--- src/rtl/vmode_sequencer_if.sv ---
// Register-write bus between a CPU-side requester, the video-mode sequencer
// and the beam counter's register file.
//   cpu_req / cpu_addr / cpu_data : one pending CPU register write, held until cpu_ack
//   cpu_ack                       : one-cycle acknowledge of the CPU write
//   reg_address_out / data_out    : register write address (word offset, bits 8:1) and data
//   reg_we                        : one-cycle write strobe toward the beam counter
// Modports: master = CPU side plus beam-counter observer, slave = sequencer.
interface vmode_sequencer_if;
   logic        cpu_req;
   logic [8:1]  cpu_addr;
   logic [15:0] cpu_data;
   logic        cpu_ack;
   logic [8:1]  reg_address_out;
   logic [15:0] data_out;
   logic        reg_we;

   modport master (
      output cpu_req, cpu_addr, cpu_data,
      input  cpu_ack, reg_address_out, data_out, reg_we
   );

   modport slave (
      input  cpu_req, cpu_addr, cpu_data,
      output cpu_ack, reg_address_out, data_out, reg_we
   );
endinterface

--- src/rtl/vmode_sequencer.sv ---
// Video-mode sequencer: on start, waits for end of frame and then writes a
// short table of beam-counter registers (one per clk7_en slot) for the chosen
// mode. In idle it forwards CPU register writes onto the same bus.
// Ports:
//   clk, reset       : 28 MHz clock, synchronous active-high reset
//   clk7_en          : one-in-four write slot enable
//   eof              : end-of-frame pulse, qualified by clk7_en
//   start, mode_sel  : load request and mode (0 PAL15k, 1 NTSC15k, 2 31k/525, 3 31k/625)
//   busy, done       : load pending/running, one-cycle load-complete pulse
//   bus              : CPU write request and register write bus (slave side)
//
// state    | meaning
// IDLE     | no load; CPU writes forwarded on clk7_en slots
// WAIT_EOF | mode latched, waiting for clk7_en & eof
// WRITE    | one table entry per clk7_en slot
// FINISH   | pulse done, drop busy, back to IDLE
module vmode_sequencer (
   input  logic             clk,
   input  logic             reset,
   input  logic             clk7_en,
   input  logic             eof,
   input  logic             start,
   input  logic [1:0]       mode_sel,
   output logic             busy,
   output logic             done,
   vmode_sequencer_if.slave bus
);

   typedef enum logic [1:0] {IDLE, WAIT_EOF, WRITE, FINISH} state_t;

   state_t      state_q, state_d;
   logic [1:0]  mode_q, mode_d;
   logic [2:0]  idx_q, idx_d;
   logic        busy_d, done_d, ack_d, we_d;
   logic [8:1]  addr_d;
   logic [15:0] data_d;

   logic [8:1]  tbl_addr;
   logic [15:0] tbl_data;
   logic [15:0] beamcon0;
   logic        tbl_last;

   // Table entry for the current index. 15 kHz modes only touch BEAMCON0,
   // so their table is a single entry at index 0.
   always_comb begin
      case (mode_q)
         2'd0:    beamcon0 = 16'h0020;
         2'd1:    beamcon0 = 16'h0000;
         2'd2:    beamcon0 = 16'h1B88;
         default: beamcon0 = 16'h1BA8;
      endcase
      tbl_addr = 8'hEE;
      tbl_data = beamcon0;
      tbl_last = 1'b1;
      if (mode_q[1]) begin
         tbl_last = 1'b0;
         case (idx_q)
            3'd0: begin tbl_addr = 8'hE0; tbl_data = 16'h0071; end
            3'd1: begin tbl_addr = 8'hE1; tbl_data = 16'h000C; end
            3'd2: begin
               tbl_addr = 8'hE4;
               tbl_data = mode_q[0] ? 16'h0270 : 16'h020C;
            end
            3'd3: begin tbl_addr = 8'hE5; tbl_data = 16'h0005; end
            default: begin
               tbl_addr = 8'hEE;
               tbl_data = beamcon0;
               tbl_last = 1'b1;
            end
         endcase
      end
   end

   always_comb begin
      state_d = state_q;
      mode_d  = mode_q;
      idx_d   = idx_q;
      busy_d  = busy;
      done_d  = 1'b0;
      ack_d   = 1'b0;
      we_d    = 1'b0;
      addr_d  = '0;
      data_d  = '0;
      case (state_q)
         IDLE: begin
            // CPU write and load acceptance are independent in the same cycle.
            if (bus.cpu_req && clk7_en) begin
               we_d   = 1'b1;
               ack_d  = 1'b1;
               addr_d = bus.cpu_addr;
               data_d = bus.cpu_data;
            end
            if (start) begin
               mode_d  = mode_sel;
               idx_d   = '0;
               busy_d  = 1'b1;
               state_d = WAIT_EOF;
            end
         end
         WAIT_EOF: begin
            if (clk7_en && eof)
               state_d = WRITE;
         end
         WRITE: begin
            if (clk7_en) begin
               we_d   = 1'b1;
               addr_d = tbl_addr;
               data_d = tbl_data;
               idx_d  = idx_q + 3'd1;
               if (tbl_last)
                  state_d = FINISH;
            end
         end
         FINISH: begin
            done_d  = 1'b1;
            busy_d  = 1'b0;
            idx_d   = '0;
            state_d = IDLE;
         end
         default: state_d = IDLE;
      endcase
   end

   always_ff @(posedge clk) begin
      if (reset) begin
         state_q             <= IDLE;
         mode_q              <= '0;
         idx_q               <= '0;
         busy                <= 1'b0;
         done                <= 1'b0;
         bus.cpu_ack         <= 1'b0;
         bus.reg_we          <= 1'b0;
         bus.reg_address_out <= '0;
         bus.data_out        <= '0;
      end else begin
         state_q             <= state_d;
         mode_q              <= mode_d;
         idx_q               <= idx_d;
         busy                <= busy_d;
         done                <= done_d;
         bus.cpu_ack         <= ack_d;
         bus.reg_we          <= we_d;
         bus.reg_address_out <= addr_d;
         bus.data_out        <= data_d;
      end
   end

endmodule
--- src/flat_wrapper.sv ---
// flat-port wrapper written by rule: the top's interface ports become plain ports
module vmode_sequencer_flat 
  (clk, reset, clk7_en, eof, start, mode_sel, busy, done, bus_cpu_req, bus_cpu_addr, bus_cpu_data, bus_cpu_ack, bus_reg_address_out, bus_data_out, bus_reg_we);
  vmode_sequencer_if bus_i ();
  input  logic clk;
  input  logic reset;
  input  logic clk7_en;
  input  logic eof;
  input  logic start;
  input  logic [1:0] mode_sel;
  output logic busy;
  output logic done;
  input wire logic [$bits(bus_i.cpu_req)-1:0] bus_cpu_req;
  input wire logic [$bits(bus_i.cpu_addr)-1:0] bus_cpu_addr;
  input wire logic [$bits(bus_i.cpu_data)-1:0] bus_cpu_data;
  output wire logic [$bits(bus_i.cpu_ack)-1:0] bus_cpu_ack;
  output wire logic [$bits(bus_i.reg_address_out)-1:0] bus_reg_address_out;
  output wire logic [$bits(bus_i.data_out)-1:0] bus_data_out;
  output wire logic [$bits(bus_i.reg_we)-1:0] bus_reg_we;
  assign bus_i.cpu_req = bus_cpu_req;
  assign bus_i.cpu_addr = bus_cpu_addr;
  assign bus_i.cpu_data = bus_cpu_data;
  assign bus_cpu_ack = bus_i.cpu_ack;
  assign bus_reg_address_out = bus_i.reg_address_out;
  assign bus_data_out = bus_i.data_out;
  assign bus_reg_we = bus_i.reg_we;
  vmode_sequencer u_core (.clk(clk), .reset(reset), .clk7_en(clk7_en), .eof(eof), .start(start), .mode_sel(mode_sel), .busy(busy), .done(done), .bus(bus_i));
endmodule
--- config.mk ---
export PLATFORM = sky130hd
export DESIGN_NAME = vmode_sequencer_flat
export DESIGN_NICKNAME = d
export VERILOG_FILES = /design/src/rtl/vmode_sequencer_if.sv /design/src/rtl/vmode_sequencer.sv /design/src/flat_wrapper.sv
export SDC_FILE = /design/constraint.sdc
export NUM_CORES = 1
export LEC_CHECK = 0
export CAP_MARGIN = 25
export CORE_MARGIN = 2
export CORE_UTILIZATION = 43
export DETAILED_ROUTE_END_ITERATION = 16
export PLACE_DENSITY = 0.76
export SYNTH_ARGS = -nofsm -noshare
export SYNTH_HDL_FRONTEND = slang
export SYNTH_SLANG_ARGS = --single-unit
--- constraint.sdc ---
create_clock -name clk -period 2.25 [get_ports clk]
set_clock_uncertainty 0.15 [all_clocks]
set_input_delay 0.45 -clock clk [delete_from_list [all_inputs] [get_ports clk]]
set_output_delay 0.45 -clock clk [all_outputs]
set_load 0.02 [all_outputs]
==> reports/results.txt <==
Final hold vios - 0
Post-DP Area - 2160 um2
Power density cells - 848 nW/um2
Clock power share - 22.7%
Final Cell Area - 2240 um2
CTS tree - done
Worst Max-Slew Pin Slew - 0.397 ns
# rows - 21
IO Port Bufs - 59
GR Overflow Total - 0
Number of global-route vias before repair - 1303
Synth Register Bits - 35
Min cycle time layout - 2.08 ns
Syn avg cell area - 9.22 um2
Max Slew Vio Count - 0
VDD IR-drop max - 0.000494 V
Synth Area in XOR/XNOR - 0%
Die width - 63.7 um
Post-layout util - 66.0%
Ys Warns - 0
Fmax achieved - 481 MHz
Clk buf depth - 2
Wirelength per Cell - 12.9 um
Root Driver - clkbuf_4
Cell internal pwr - 1.26 mW
Worst min-delay path category - flop to flop
Synth top area share - 45.8%
Commonest cells after routing, fill and taps aside - clkdlybuf4s50_1 (59), dfxtp_1 (35), nand2_1 (20)
Mux contribution to synthesized area - 1.96%
Adder-cell area share of the yosys netlist - 9.81%
CTS Buf Count - 5
Crit path kind - flop to flop
Drt total wl - 3530 um
Clk sinks - 35
DRC errors left - 0
DP HPWL - 2690 um
Leak Pwr - 0.875 nW
Top cells by area, synth - dfxtp_1 (46%), ha_1 (9.8%), a21oi_1 (6.2%)
DIE HEIGHT - 63.7 um
Share of layout cells above drive strength 1 - 7.05%
First-pass GRT wire length - 6090 um
Reg clk slew, reported paths - 0.11 ns
Post-synthesis cell count - 166
Combinational power share - 37.6%
Req. time, crit path - 2.37 ns
Status - finished clean
CP arrival - 2.20 ns
Switch Pwr - 636 uW
DR pass1 iterations - 4
Via count - 1370
Main combinational cell family by area after synthesis - simple AND/OR/NAND/NOR gates
H-tree depth - 2
Top Ports - 60
Post-synthesis simple-gate area fraction - 20.2%
Core Area - 3390 um2
Largest net degree at the start of global routing - 22
Hold_ws - 0.342 ns
Setup TNS Final - 0 ns
Synth unique cells - 36
Area Growth Syn to Fin - 46.1%
CP max FO - 7
# diodes - 0
Post-synthesis compound-gate area fraction - 17.5%
Seq pwr share - 39.6%
Syn_nets - 210
# setup viols final - 0
Worst setup SP type - flop
Vias per cell - 5.02
Max_cap viols - 0
Post-route ant nets - 0
Clock Latency Late Sink - 0.34 ns
Rel. slew slack - 73.5%
CTS Hold Bufs - 0
Final Cycle Share - 92.3%
RSZ-0062 raised after global routing - no
Gpl congestion - 0.913
Non-Filler Instances - 273
DRT iter0 DRCs - 66
Placed cell count - 266
Nets@finish - 271
Cell taking the most area after synthesis - dfxtp_1
Initial antenna violation count - 0
Gr usage total - 19.3%
Most common cell after layout, fill and taps aside - clkdlybuf4s50_1
Sw frac - 33.5%
Die Area - 4050 um2
Register area share after synthesis - 45.8%
Initial core utilization - 45.1%
Endpoint type of the worst setup path - flop
Syn Std Cell Area - 1530 um2
Post-CTS Setup Inserts - 0
-- power groups by stage --
| stage | Sequential [mW] | Clock (mW) | Combinational (mW) |
|---|---|---|---|
| floorplan | 0.824 | 0 | 0.399 |
| finish | 0.752 | 0.431 | 0.714 |
| global placement | 0.761 | 0 | 0.689 |
| global route | 0.760 | 0.475 | 0.781 |
| CTS | 0.751 | 0.440 | 0.712 |
| detailed placement | 0.765 | 0 | 0.708 |
-- timing repair --
action	4_1_cts	5_1_grt
endpoints found under the setup margin	0	1
endpoints found under the hold margin	0	0
gates resized for setup	0	1
-- registers in the layout (all words and copies together) (netlist names) --
name / flops
u_core.bus.cpu_ack: 1
u_core.bus.data_out: 16
u_core.bus.reg_address_out: 8
u_core.bus.reg_we: 1
u_core.busy: 1
u_core.done: 1
u_core.idx_q: 3
u_core.mode_q: 2
u_core.state_q: 2
-- final timing paths --
path | end | depth (start not counted) | slack, ns | from
setup / recovery | u_core.bus.data_out[5] | 6 | 0.17 | u_core.idx_q[2]
setup reg to reg | u_core.bus.data_out[5] | 6 | 0.17 | u_core.idx_q[2]
hold reg to reg | u_core.busy | 2 | 0.34 | u_core.busy
hold / removal | u_core.busy | 2 | 0.34 | u_core.busy
-- logic make-up after synthesis --
group                    Yosys count
AND/OR/NAND/NOR                   60
AO/OA/AOI/OAI                     40
flip-flops                        35
buffers and inverters             16
adder cells (fa/ha/maj)           12
multiplexers                       3
-- layer usage --
metal	share of wire, %	track usage (%)	vias up
met5	0	0	-
met4	2.3	8.15	0
met3	6.1	6.61	10
met2	45	29.7	51
met1	46	24.4	616
li1	-	-	693
-- critical path, stage by stage (launching register included) --
cell and delay, ns:
dfxtp_1 0.44, inv_1 0.13, ha_1 0.29, or4_4 0.55, a21boi_2 0.14, o221ai_1 0.15
a21oi_1 0.17
-- synth_stat cells --
library cell and count:
dfxtp_1 35, nand2_1 20, a21oi_1 19, ha_1 12
nor2_1 9, inv_1 8, nor2b_1 8, and3_1 7
nand3_1 5, o21ai_0 5, buf_2 4, o21a_1 4
clkbuf_1 3, mux2i_1 3, and2_1 2, nand2b_1 2
a21boi_2 1, a21o_1 1, a22oi_1 1, a311oi_2 1
a31oi_1 1, a32oi_1 1, buf_6 1, nand3_2 1
nor3_1 1, nor3_2 1, nor4_1 1, o211a_1 1
o211ai_4 1, o21ai_1 1, o221ai_1 1, o311ai_0 1
o31ai_1 1, or2b_1 1, or3_1 1, or4_4 1
-- per-stage QoR --
stage	worst slack (ns)	power, mW
3_5_place_dp	0.153	1.47
3_3_place_gp	0.240	1.45
6_report	0.173	1.90
5_1_grt	0.0435	2.02
2_1_floorplan	0.340	1.22
4_1_cts	0.151	1.90
-- cell type report --
cell class,count,area [um2]
inverters,8,30.0
flip-flops and latches,35,701
repair buffers,62,613
fillers,270,1150
well taps,46,57.6
clock inverters,1,30.0
clock buffers,6,41.3
multi-input cells,115,763
Power figures use the tool's default switching activity.
